## config.mk

```make
export PLATFORM = sky130hd
export DESIGN_NAME = self_detection_sequencer
export DESIGN_NICKNAME = d
export VERILOG_FILES = /design/src/rtl/self_detection_sequencer.sv
export SDC_FILE = /design/constraint.sdc
export NUM_CORES = 1
export LEC_CHECK = 0
export ABC_CLOCK_PERIOD_IN_PS = 2000
export CORE_ASPECT_RATIO = 0.9
export CORE_MARGIN = 5
export CORE_UTILIZATION = 50
export CTS_BUF_LIST = sky130_fd_sc_hd__clkbuf_8
export CTS_CLUSTER_DIAMETER = 120
export CTS_CLUSTER_SIZE = 20
export DETAILED_ROUTE_END_ITERATION = 7
export PLACE_DENSITY_LB_ADDON = 0.15
export SLEW_MARGIN = 0
export SYNTH_ARGS = -nofsm -noshare
export SYNTH_HDL_FRONTEND = slang
export SYNTH_SLANG_ARGS = --single-unit
export TNS_END_PERCENT = 5
```

## constraint.sdc

```tcl
create_clock -name clk_i -period 2 [get_ports clk_i]
set_input_delay 0.2 -clock clk_i [delete_from_list [all_inputs] [get_ports clk_i]]
set_output_delay 0.2 -clock clk_i [all_outputs]
set_load 0.005 [all_outputs]
```

## src/rtl/self_detection_sequencer.sv

```systemverilog
// Tray actuator self-detection sweep controller.
// Walks each actuator output in turn and ramps its drive level from zero
// until the tray sensor reacts or the level saturates. One reflection entry
// per action goes into a small dictionary, which can be read combinationally.
// Optional build macro: SD_SENSOR_DEBOUNCE_EN. When it is defined, a reaction
// needs the same nonzero sensor code on the last settle cycle and on the
// sample cycle.
module self_detection_sequencer #(
   parameter int N_ACT     = 2,
   parameter int ICOU_W    = 4,
   parameter int ICOU_STEP = 1,
   parameter int SETTLE    = 8,
   parameter int ADDR_W    = 1
) (
   input  logic                          clk_i,
   input  logic                          rst_i,
   input  logic                          start_i,
   input  logic                          abort_i,
   input  logic [1:0]                    sensor_i,
   input  logic [7:0]                    stray_station_i,
   output logic [N_ACT-1:0]              action_o,
   output logic [ICOU_W-1:0]             aicou_o,
   output logic                          busy_o,
   output logic                          done_o,
   output logic [N_ACT-1:0]              fail_mask_o,
   input  logic [ADDR_W-1:0]             rd_addr_i,
   output logic [N_ACT+ICOU_W+10-1:0]    rd_data_o
);

   localparam int ENTRY_W = N_ACT + ICOU_W + 10;
   localparam int IDX_W   = (N_ACT > 1) ? $clog2(N_ACT) : 1;
   localparam int CNT_W   = (SETTLE > 1) ? $clog2(SETTLE) : 1;

   localparam logic [ICOU_W:0]   MAX_LEVEL = {1'b0, {ICOU_W{1'b1}}};
   localparam logic [ICOU_W:0]   STEP_WIDE = (ICOU_W + 1)'(ICOU_STEP);
   localparam logic [CNT_W-1:0]  CNT_LOAD  = CNT_W'(SETTLE - 1);
   localparam logic [IDX_W-1:0]  LAST_IDX  = IDX_W'(N_ACT - 1);

   typedef enum logic [2:0] {
      S_IDLE,
      S_DRIVE,
      S_SETTLE,
      S_SAMPLE,
      S_RECORD,
      S_DONE
   } state_t;

   state_t              state_q, state_d;
   logic [IDX_W-1:0]    idx_q, idx_d;
   logic [CNT_W-1:0]    cnt_q, cnt_d;
   logic [ICOU_W-1:0]   aicou_q, aicou_d;
   logic [N_ACT-1:0]    failMask_q, failMask_d;
   logic [1:0]          capSensor_q, capSensor_d;
   logic [7:0]          capStation_q, capStation_d;
   logic [ENTRY_W-1:0]  dict_q [N_ACT];
   logic [ENTRY_W-1:0]  dict_d [N_ACT];

   logic [N_ACT-1:0]    actionVec;
   logic [ICOU_W:0]     nextLevel;
   logic                reaction;
   logic                active;

`ifdef SD_SENSOR_DEBOUNCE_EN
   logic [1:0]          sensorPrev_q, sensorPrev_d;
`endif

   // Decode which actuator is selected and whether a sweep is in progress
   always_comb begin
      actionVec = N_ACT'(1) << idx_q;
      active    = (state_q == S_DRIVE) || (state_q == S_SETTLE) ||
                  (state_q == S_SAMPLE) || (state_q == S_RECORD);
      nextLevel = {1'b0, aicou_q} + STEP_WIDE;
`ifdef SD_SENSOR_DEBOUNCE_EN
      reaction  = (sensor_i != 2'b00) && (sensor_i == sensorPrev_q);
`else
      reaction  = (sensor_i != 2'b00);
`endif
   end

   // Next-state logic for the sweep; an abort outside IDLE drops the entry in flight
   always_comb begin
      state_d      = state_q;
      idx_d        = idx_q;
      cnt_d        = cnt_q;
      aicou_d      = aicou_q;
      failMask_d   = failMask_q;
      capSensor_d  = capSensor_q;
      capStation_d = capStation_q;
      dict_d       = dict_q;
`ifdef SD_SENSOR_DEBOUNCE_EN
      sensorPrev_d = sensor_i;
`endif

      case (state_q)
         S_IDLE: begin
            if (start_i && !abort_i) begin
               state_d    = S_DRIVE;
               idx_d      = '0;
               failMask_d = '0;
               aicou_d    = '0;
            end
         end
         S_DRIVE: begin
            aicou_d = '0;
            cnt_d   = CNT_LOAD;
            state_d = S_SETTLE;
         end
         S_SETTLE: begin
            if (cnt_q == '0) begin
               state_d = S_SAMPLE;
            end else begin
               cnt_d = cnt_q - CNT_W'(1);
            end
         end
         S_SAMPLE: begin
            capStation_d = stray_station_i;
            if (reaction) begin
               capSensor_d = sensor_i;
               state_d     = S_RECORD;
            end else if (nextLevel > MAX_LEVEL) begin
               capSensor_d       = 2'b00;
               failMask_d[idx_q] = 1'b1;
               state_d           = S_RECORD;
            end else begin
               aicou_d = aicou_q + ICOU_W'(ICOU_STEP);
               cnt_d   = CNT_LOAD;
               state_d = S_SETTLE;
            end
         end
         S_RECORD: begin
            dict_d[idx_q] = {actionVec, aicou_q, capSensor_q, capStation_q};
            aicou_d       = '0;
            if (idx_q == LAST_IDX) begin
               state_d = S_DONE;
            end else begin
               idx_d   = idx_q + IDX_W'(1);
               state_d = S_DRIVE;
            end
         end
         S_DONE: begin
            state_d = S_IDLE;
         end
         default: begin
            state_d = S_IDLE;
         end
      endcase

      if (abort_i && (state_q != S_IDLE)) begin
         state_d    = S_IDLE;
         aicou_d    = '0;
         failMask_d = failMask_q;
         dict_d     = dict_q;
      end
   end

   // State and datapath registers with synchronous reset
   always_ff @(posedge clk_i) begin
      if (rst_i) begin
         state_q      <= S_IDLE;
         idx_q        <= '0;
         cnt_q        <= '0;
         aicou_q      <= '0;
         failMask_q   <= '0;
         capSensor_q  <= '0;
         capStation_q <= '0;
         dict_q       <= '{default: '0};
`ifdef SD_SENSOR_DEBOUNCE_EN
         sensorPrev_q <= '0;
`endif
      end else begin
         state_q      <= state_d;
         idx_q        <= idx_d;
         cnt_q        <= cnt_d;
         aicou_q      <= aicou_d;
         failMask_q   <= failMask_d;
         capSensor_q  <= capSensor_d;
         capStation_q <= capStation_d;
         dict_q       <= dict_d;
`ifdef SD_SENSOR_DEBOUNCE_EN
         sensorPrev_q <= sensorPrev_d;
`endif
      end
   end

   // Drive the actuator interface and status outputs
   always_comb begin
      action_o    = active ? actionVec : '0;
      aicou_o     = aicou_q;
      busy_o      = active;
      done_o      = (state_q == S_DONE);
      fail_mask_o = failMask_q;
   end

   // Combinational dictionary read; out-of-range addresses read as zero
   always_comb begin
      rd_data_o = '0;
      if (int'(rd_addr_i) < N_ACT) begin
         rd_data_o = dict_q[rd_addr_i];
      end
   end

endmodule

```

==> impl_metrics.yaml <==
status:
  status: "finished clean"
synthesis:
  yosysTopAreaCell: "dfxtp_1"
  synth_enable_flop_cells: 0
  synth_top_cells_by_count: "dfxtp_1, nor2_1, mux2i_1"
  synthArstFlopShare_pct: 0
  synth_top_area_share_pct: 44.3
  syn-instance-count: 258
  syn_area_um2: 2490
  yosysWarnings: 0
  ys.flop_type: "dfxtp_1"
  synth_seq_area_share_pct: 44.3
  syn-num-nets: 277
  ys_seq_elements: 55
  synth.most_common_cell: "dfxtp_1"
  synthTopCellsByArea: "dfxtp_1, mux2i_1, mux2_2"
  synth_cell_types: 43
  avgSynthCellArea_um2: 9.64
worst_hold_path:
  hold_path_depth: 2
  hold_start: "rst_i"
  min_to: "cnt_q[0]"
  hold_path_class: "in2reg"
power_and_ir_drop:
  p_leak_nw: 1.12
  p_per_area_nw_per_um2: 620
  p_int_w: 0.00145
  ir_drop_v: 0.000319
  power_frac_comb_pct: 10.0
  swShare_pct: 24.5
  clkPwrFrac_pct: 31.8
  switching_power_w: 0.000470
  seqPwrFrac_pct: 58.3
route:
  firstDrtPassIters: 4
  vias: 1907
  drt-vias-per-instance: 5.21
  routed_wl_mm: 4.90
  wl_per_cell_um: 13.4
  drt_iter0_markers: 76
  drc: 0
  ant_nets: 0
setup_path:
  cp_data_arrival_time_ns: 1.69
  max_stage_delay_ns: 0.51
  setup.worst_path.start_class: "input port"
  cpMostUsedCell: "clkdlybuf4s50_1"
  reg2reg_slack_ns: 0.17
  critPathCaptureType: "primary output"
  crit_family: "buffers and inverters"
  crit_required_ns: 1.80
  cp_max_fo: 16
  ff2ff_path_depth: 5
  slowest_stage: "clkdlybuf4s50_1"
  cp_num_cells: 4
  crit_buf_inv: 3
  r2r_start: "aicou_o[1]"
  crit_path_cell_trace: "clkdlybuf4s50_1, buf_12, mux2_2, clkdlybuf4s50_1"
  r2r-end: "aicou_o[1]"
  crit_type: "in2out"
grt:
  antenna_found_initial: 0
  grt_pass1_vias: 1827
  grt.overflow.total: 0
  grt_pass1_wl_mm: 8.37
  grt_usage_pct: 15.6
  grt_max_degree: 45
run:
  max_cap_viol_count: 0
clock_network:
  cts_setup_buffers: 0
  worstSkewPairLatency_ns: 0.31
  clock_sinks: 55
  h-tree-depth: 2
  cts-root-buf: "clkbuf_8"
  cts_made_buffers: 5
  clk_pin_slew_ns: 0.09
  clock_path_buffers: 2
  tritoncts: "done"
timing:
  tightest_slew_ns: 0.704
  slew_viol_final: 0
  setup_violations: 0
  holdWs_ns: 0.180
  finalCriticalPeriod_ns: 1.89
  fmax_mhz: 530
  skew_ns: 0.00613
  rsz0062_at_grt: "no"
  fin_tns_setup_ns: 0
  timing.final.ws_setup_ns: 0.112
  timing.final.crit_share_pct: 94.4
  slew_headroom_pct: 52.9
  hold_viol: 0
floorplanning:
  dieArea_um2: 6480
  initial_core_util_pct: 51.4
  die_w_um: 84.3
  row_count: 24
  die_h_um: 76.9
  ioPinCount: 41
  core_um2: 4830
layout:
  multiInputGateArea_um2: 1280
  layout.nets: 319
  finish.utilization_pct: 63.9
  fill_cells: 418
  seq_area_um2: 1100
  diodes: 0
  synthToLayoutAreaGrowth_pct: 24.3
  drive_above_1_share_pct: 15.6
placement:
  portBuffers: 40
  dp_hpwl_mm: 3.45
  pre_cts_slack_ns: 0.115
  gp_congestion: 0.814
==> sequential cells by signal (all words and copies together) (netlist names) <==
register	count
fail_mask_o	2
capStation_q	8
aicou_o	4
dict_q	32
capSensor_q	2
state_q	3
cnt_q	3
idx_q	1
==> through the flow <==
stage                     total power [W]  area [µm²]  std cells
after floorplan                   0.00125        2490        258
after global placement            0.00133        2980        358
after detailed placement          0.00133        2980        358
after CTS                         0.00194        3080        366
after global routing              0.00200        3090        366
final                             0.00192        3090        366
==> logic make-up (layout without fill, tap and decap cells) <==
family | after synthesis | after routing | share of synthesized area, %
simple gates | 94 | 94 | 17.5
compound gates | 38 | 38 | 12.6
flops | 55 | 55 | 44.3
mux | 44 | 44 | 18.5
xor+xnor | 1 | 1 | 0.352
buf+inv | 22 | 65 | 4.73
fa+ha+maj | 4 | 4 | 2.01
==> worst reg2reg max path, cell delays in order, from the launching register on <==
cell	delay, ns
dfxtp_1	0.39
ha_1	0.25
or2_4	0.24
a41oi_4	0.36
o2111a_1	0.35
o22ai_1	0.12
==> cells in the final DEF (no fill, tap or decap), drive strengths merged, types with 2 or more instances in the layout <==
master and count:
ha 4, clkbuf 5, and3 4, nor2b 2, nor3b 2, a22o 2
o21ai 5, mux2i 28, or2 3, and2 3, nor4 2, a41o 2
nand3 2, nor2 42, mux2 16, inv 9, a21oi 12, nand2 24
a31oi 3, dfxtp 55, o211ai 2, nand3b 3, or3 2, clkdlybuf4s50 39
nand2b 3, o22ai 3, buf 11
==> worst max-delay path by stage <==
stage,to,from,slack (ns)
global route,done_o,state_q[2],0.02
CTS,action_o[1],state_q[1],0.04
global placement,rd_data_o[8],rd_addr_i,0.13
detailed placement,rd_data_o[8],rd_addr_i,0.11
floorplan,cnt_q[0],aicou_o[0],0.25
finish,rd_data_o[8],rd_addr_i,0.11
==> what timing repair did <==
item	4_1_cts	5_1_grt
gates resized for setup	2	2
hold buffers	0	0
endpoints found under the setup margin	2	2
==> power by group through the flow <==
stage / registers, W / logic [W] / clock network, W
after floorplan: 0.00114 / 0.000116 / 0
after global placement: 0.00114 / 0.000186 / 0
after detailed placement: 0.00114 / 0.000188 / 0
after CTS: 0.00111 / 0.000192 / 0.000629
after global routing: 0.00112 / 0.000212 / 0.000672
final: 0.00112 / 0.000191 / 0.000608
==> area by class of cell <==
type	instances	share of cell area, %
Sequential cell	55	35.7
Multi-Input combinational cell	181	41.5
Inverter	7	0.851
Clock inverter	3	0.648
Clock buffer	5	2.23
Tap cell	65	2.63
Timing Repair Buffer	50	16.4
==> routing by layer <==
| layer | GRT usage (%) | vias up | share of wire, % | wire length [µm] |
|---|---|---|---|---|
| met5 | 0 | - | 0 | 0 |
| met4 | 3.96 | 0 | 1.1 | 55 |
| met3 | 4.18 | 7 | 5.2 | 254 |
| met2 | 25.4 | 40 | 46 | 2250 |
| met1 | 20.6 | 888 | 48 | 2340 |
| li1 | - | 972 | - | - |
No activity file was read; power rests on OpenSTA's default activity.
